**src/rtl/tinyarch_pkg.sv**
```systemverilog
// Shared state encoding for the DMA-style transfer engines.
// Imported by mem_dma; carries no logic.
package tinyarch_pkg;

    typedef enum logic [1:0] {
        IDLE  = 2'd0,
        READ  = 2'd1,
        WRITE = 2'd2,
        DONE  = 2'd3
    } dma_state_t;

endpackage

```
**src/rtl/mem_dma.sv**
```systemverilog
// Single-port memory copy/fill engine: copy costs 2 cycles per word, fill 1 cycle per word, plus a DONE cycle.
// No backpressure: memory is assumed ready every cycle; abort cancels the current access and returns to IDLE.
module mem_dma
    import tinyarch_pkg::*;
#(
    parameter int ADDR_WIDTH = 8,
    parameter int DATA_WIDTH = 8
) (
    input  logic                  clk,
    input  logic                  rst_n,
    input  logic                  start,
    input  logic                  fill_mode,
    input  logic [ADDR_WIDTH-1:0] src_addr,
    input  logic [ADDR_WIDTH-1:0] dst_addr,
    input  logic [ADDR_WIDTH-1:0] length,
    input  logic [DATA_WIDTH-1:0] fill_value,
    input  logic                  abort,
    output logic [ADDR_WIDTH-1:0] mem_addr,
    output logic                  mem_read,
    output logic                  mem_write,
    output logic [DATA_WIDTH-1:0] mem_wdata,
    input  logic [DATA_WIDTH-1:0] mem_rdata,
    output logic                  busy,
    output logic                  done,
    output logic [ADDR_WIDTH-1:0] remaining
);

    dma_state_t            r_state;
    dma_state_t            w_next;
    logic [ADDR_WIDTH-1:0] r_src;
    logic [ADDR_WIDTH-1:0] r_dst;
    logic [ADDR_WIDTH-1:0] r_remaining;
    logic [DATA_WIDTH-1:0] r_hold;
    logic                  r_fill_mode;
    logic [DATA_WIDTH-1:0] r_fill_value;
    logic                  w_accept;

    // Abort wins over start even while idle, so a simultaneous pair launches nothing.
    assign w_accept  = (r_state == IDLE) && start && !abort;
    assign busy      = (r_state != IDLE);
    assign done      = (r_state == DONE);
    assign remaining = r_remaining;

    always_comb begin
        w_next    = r_state;
        mem_addr  = '0;
        mem_read  = 1'b0;
        mem_write = 1'b0;
        mem_wdata = '0;
        case (r_state)
            IDLE: begin
                if (w_accept) begin
                    if (length == '0)   w_next = DONE;
                    else if (fill_mode) w_next = WRITE;
                    else                w_next = READ;
                end
            end
            READ: begin
                mem_addr = r_src;
                mem_read = 1'b1;
                w_next   = abort ? IDLE : WRITE;
            end
            WRITE: begin
                mem_addr  = r_dst;
                mem_write = !abort;
                mem_wdata = r_fill_mode ? r_fill_value : r_hold;
                if (abort)                                w_next = IDLE;
                else if (r_remaining == ADDR_WIDTH'(1))   w_next = DONE;
                else if (r_fill_mode)                     w_next = WRITE;
                else                                      w_next = READ;
            end
            DONE: begin
                w_next = IDLE;
            end
            default: begin
                w_next = IDLE;
            end
        endcase
    end

    always_ff @(posedge clk or negedge rst_n) begin
        if (!rst_n) begin
            r_state      <= IDLE;
            r_src        <= '0;
            r_dst        <= '0;
            r_remaining  <= '0;
            r_hold       <= '0;
            r_fill_mode  <= 1'b0;
            r_fill_value <= '0;
        end else begin
            r_state <= w_next;
            if (w_accept) begin
                r_src        <= src_addr;
                r_dst        <= dst_addr;
                r_remaining  <= length;
                r_fill_mode  <= fill_mode;
                r_fill_value <= fill_value;
            end
            if ((r_state == READ) && !abort) begin
                r_hold <= mem_rdata;
            end
            // Pointers wrap naturally at the address width.
            if ((r_state == WRITE) && !abort) begin
                r_src       <= r_src + ADDR_WIDTH'(1);
                r_dst       <= r_dst + ADDR_WIDTH'(1);
                r_remaining <= r_remaining - ADDR_WIDTH'(1);
            end
        end
    end

endmodule

```
**config.mk**
```make
export PLATFORM = sky130hd
export DESIGN_NAME = mem_dma
export DESIGN_NICKNAME = d
export VERILOG_FILES = /design/src/rtl/tinyarch_pkg.sv /design/src/rtl/mem_dma.sv
export SDC_FILE = /design/constraint.sdc
export NUM_CORES = 1
export LEC_CHECK = 0
export ABC_CLOCK_PERIOD_IN_PS = 2400
export CORE_MARGIN = 4
export CORE_UTILIZATION = 36
export DETAILED_ROUTE_END_ITERATION = 10
export PLACE_DENSITY = 0.66
export SYNTH_ARGS = -nofsm -noshare
export SYNTH_HDL_FRONTEND = slang
export SYNTH_SLANG_ARGS = --single-unit
```
**constraint.sdc**
```tcl
create_clock -name clk -period 2.4 [get_ports clk]
set_clock_uncertainty 0.15 [all_clocks]
set_input_delay 0.48 -clock clk [delete_from_list [all_inputs] [get_ports clk]]
set_output_delay 0.48 -clock clk [all_outputs]
set_load 0.005 [all_outputs]
```
Word level (Yosys, flattened, before mapping)
Cells that the tools add are included.

storage, ports and cells
  flip-flop bits (word level) = 43
  input port bits = 45

operators by class
  add/sub/neg operators = 3
  equality and inequality tests = 5
  multiplexer cells = 19
  reductions and logical operators = 9

operator list
  cell                 number
  $mux 8               8
  $add 8x1->8 const B  2
  $pmux 8 s2           1
  $mux 2               7
  $eq 8x1->1 const B   1
  $logic_not 8->1      1
  $pmux 2 s4           1
  $sub 8x1->8 const B  1
  $eq 2x2->1 const B   2
  $logic_and 1x1->1    4
  $reduce_bool 2->1    2
  $eq 2x1->1 const B   1
  $logic_not 2->1      1
  $mux 1               2
  $ne 2x2->1 const B   1
  $logic_not 1->1      1

Logic depth before layout (Yosys ltp)
  depth after elaboration = 5
  mapped depth = 9
  depth with buffers taken out = 7

Least setup slack after synthesis
No wires, ideal clock.

  path kind = reg2out
  from = reg r_state[0]
  to = out mem_wdata[0]
  data arrival time = 1.281 ns
  data required time = 1.770 ns
  setup slack = 0.489 ns
  cell stages (with the launch flop) = 7
  buffers on the path = 2
  cell sequence = dfrtp_1 inv_1 ha_1 buf_2 inv_1 clkbuf_1 nor2_1

on the way
  cells in the longest elaborated chain, start to end = 2

RTL lines
  what                    line           source
  start, declared         mem_dma.sv:28  dma_state_t r_state;
  start signal, assigned  mem_dma.sv:91  r_state <= w_next;
  $eq 2x2->1              mem_dma.sv:50  case (r_state)
  $mux 8                  mem_dma.sv:50
  end, declared           mem_dma.sv:21  output logic [DATA_WIDTH-1:0] mem_wdata,

Every way passes these cells.

Final worst setup path
  from = reg r_state[1]
  to = out mem_write

on the way
  cells in the longest elaborated chain, start to end = 2

RTL lines
  what           line           source
  $eq 2x2->1     mem_dma.sv:50
  $mux 1         mem_dma.sv:50
  end, declared  mem_dma.sv:20  output logic mem_write,

Every way passes these cells.

==> metrics.yaml <==
cts_hold_buf: 0
crit_type: "reg2out"
gr-total-overflow: 0
fin_crit_ps: 2351
layout-drive-gt1-share: 0.1900
ys_ff_latch: 43
placed_cells: 455
core_area_sq_um: 6907
area_growth_pct: 44.21
p_leak_nw: 1.710
min_period_over_period: 0.9795
slowest_delay_ps: 410
die_w_microns: 93.05
routed_wl_microns: 7604
ir_drop_mv: 0.5117
final_cell_mix: "nand2_1 (54), clkdlybuf4s50_1 (53), dfrtp_1 (42), buf_4 (26), nor2_1 (19)"
setup.worst_path.start_class: "register"
wl_per_cell_microns: 16.01
routed_via_density: 5.234
layout.nets: 434
clockRootBuffer: "clkbuf_8"
setup_viol: 0
drv_cap: 0
die-height_microns: 93.05
pwr_density_cell_nw_per_um2: 1159
worstMarginPinSlew_ps: 527.5
vias: 2486
r2r_slack_ps: 220
drc: 0
cts_tree: "built"
layout.cells.non_filler: 475
antenna_found_initial: 0
syn_area_sq_um: 2604
track_usage: 0.1828
cp_common_cell: "buf_6"
grt_pass1_wl_microns: 12780
status: "finished, final reports clean"
fillers: 662
sw_frac_of_total: 0.3935
slew_headroom: 0.6484
synth-edff-count: 0
drt_iter0_drc: 169
cts_max_level: 2
crit_path_end_kind: "output port"
p_seq_frac: 0.338
switching_power_mw: 1.712
place_ws_ps: 61.14
hp-class: "in2async"
seq_area_frac_synth: 0.4133
num_rows: 30
clk_latency_ps: 290
synth_cells: 288
internal_power_mw: 2.639
yosysUniqueCellTypes: 45
synthFlopType: "dfrtp_1"
pwr-share-clk: 0.099
synth.avg_cell_area_sq_um: 9.041
drv_slew: 0
critPathTopFamily: "buffers and inverters"
ios: 73
crit_arrival_ps: 1720
ys_warn_count: 0
timing.final.ws_setup_ps: 49.22
cts_buffers: 5
clkSinkCount: 43
hold_viol_final: 0
slowest_stage: "dfrtp_1"
final_common_cell: "nand2_1"
clkTransAtPathRegs_ps: 80
r2r.worst_path.cells: 11
power_mw: 4.352
cp-startpoint: "r_state[1]"
max_freq_mhz: 425.4
worst-path-buf-inv: 6
comb_power_share: 0.563
portBuffers: 72
grt_pass1_vias: 2564
synth_nets: 342
dr.pass1.iters: 4
async_flop_share: 1.000
r2r_start: "r_state[1]"
num_antenna_cells: 0
dpl.hpwl_microns: 5428
routabilityCongestion: 0.8131
start_util: 0.3770
cp_max_fo: 5
cts_buffer_depth: 2
ant_nets: 0
dieArea_sq_um: 8657
grt_max_degree: 24
crit_chain: "buf_6 > ha_4 > buf_6 > buf_4 > buf_12 > nand2b_4 > inv_2 > dlygate4sd2_1"
r2r-end: "r_src[6]"
worstPathRequired_ps: 1770
==> state kept, by name, indices dropped and copies added, names as in the netlist <==
name,count
r_dst,8
r_fill_value,8
r_hold,8
r_src,8
remaining,8
r_state,2
r_fill_mode,1
==> synth_stat cells (5+ instances only) <==
master | n | area, sq um
a211oi_1 | 5 | 37.54
a21oi_1 | 13 | 65.06
a22oi_1 | 9 | 67.56
buf_2 | 10 | 50.05
dfrtp_1 | 43 | 1076
ha_1 | 9 | 112.6
inv_1 | 8 | 30.03
mux2_2 | 12 | 135.1
mux2i_1 | 11 | 110.1
nand2_1 | 54 | 202.7
nand3_1 | 15 | 75.07
nor2_1 | 23 | 86.33
nor2b_1 | 9 | 56.30
nor3_1 | 5 | 25.02
o211ai_1 | 7 | 52.55
o21ai_0 | 8 | 40.04
==> power groups by stage <==
| stage | sequential [mW] | combinational [mW] | clock (mW) |
|---|---|---|---|
| 2_1_floorplan | 1.31 | 1.36 | 0 |
| 3_3_place_gp | 1.45 | 2.12 | 0 |
| 3_5_place_dp | 1.47 | 2.15 | 0 |
| 4_1_cts | 1.46 | 2.31 | 0.446 |
| 5_1_grt | 1.53 | 2.73 | 0.469 |
| 6_report | 1.47 | 2.45 | 0.433 |
==> stage by stage <==
| step | TNS [ps] | instance area (sq um) | hold slack [ps] | util |
|---|---|---|---|---|
| floorplan | 0 | 2604 | 34.41 | - |
| global route | -7.155 | 3755 | 26.99 | 0.5437 |
| finish | 0 | 3755 | 3.068 | 0.5437 |
| CTS | -283.9 | 3659 | 13.01 | 0.5297 |
| detailed placement | 0 | 3473 | 318.5 | 0.5029 |
| global placement | 0 | 3473 | 311.6 | 0.5029 |
==> timing repair <==
action,CTS,global route
pin swaps,1,6
setup endpoints to repair,18,8
gates resized for setup,27,17
buffers inserted,7,7
==> worst max-delay path by stage <==
stage                         to  slack, ps  depth (start not counted)
floorplan           mem_wdata[0]        490                          6
global route           mem_write         -7                          8
detailed placement   mem_addr[4]         60                          6
finish                 mem_write         50                          8
CTS                 mem_wdata[1]        -80                          5
global placement     mem_addr[0]        110                          6
==> cells by family (layout without fill, tap and decap cells) <==
kind of cell	Yosys count	after routing	share of synthesized area
AOI/OAI and AO/OA	61	61	0.1605
adders and majority gates	9	9	0.04325
buffers and inverters	27	118	0.05382
muxes	23	23	0.09419
and+or+nand+nor	125	125	0.2350
DFF	43	43	0.4133
==> final cells by class <==
type                    instances  area [sq um]  area share
repair buffers                103         984.7      0.2622
flip-flops and latches         43          1077      0.2869
inverters                       9         40.04     0.01066
clock buffers                   6         72.57     0.01933
well taps                      96         120.1     0.03199
multi-input cells             218          1460      0.3889
==> layer usage <==
metal | GRT usage | share of wire
met1 | 0.2385 | 0.44
met2 | 0.2957 | 0.46
met3 | 0.05632 | 0.089
met4 | 0.04640 | 0.011
met5 | 0 | 0
No activity file was read; power rests on OpenSTA's default activity.
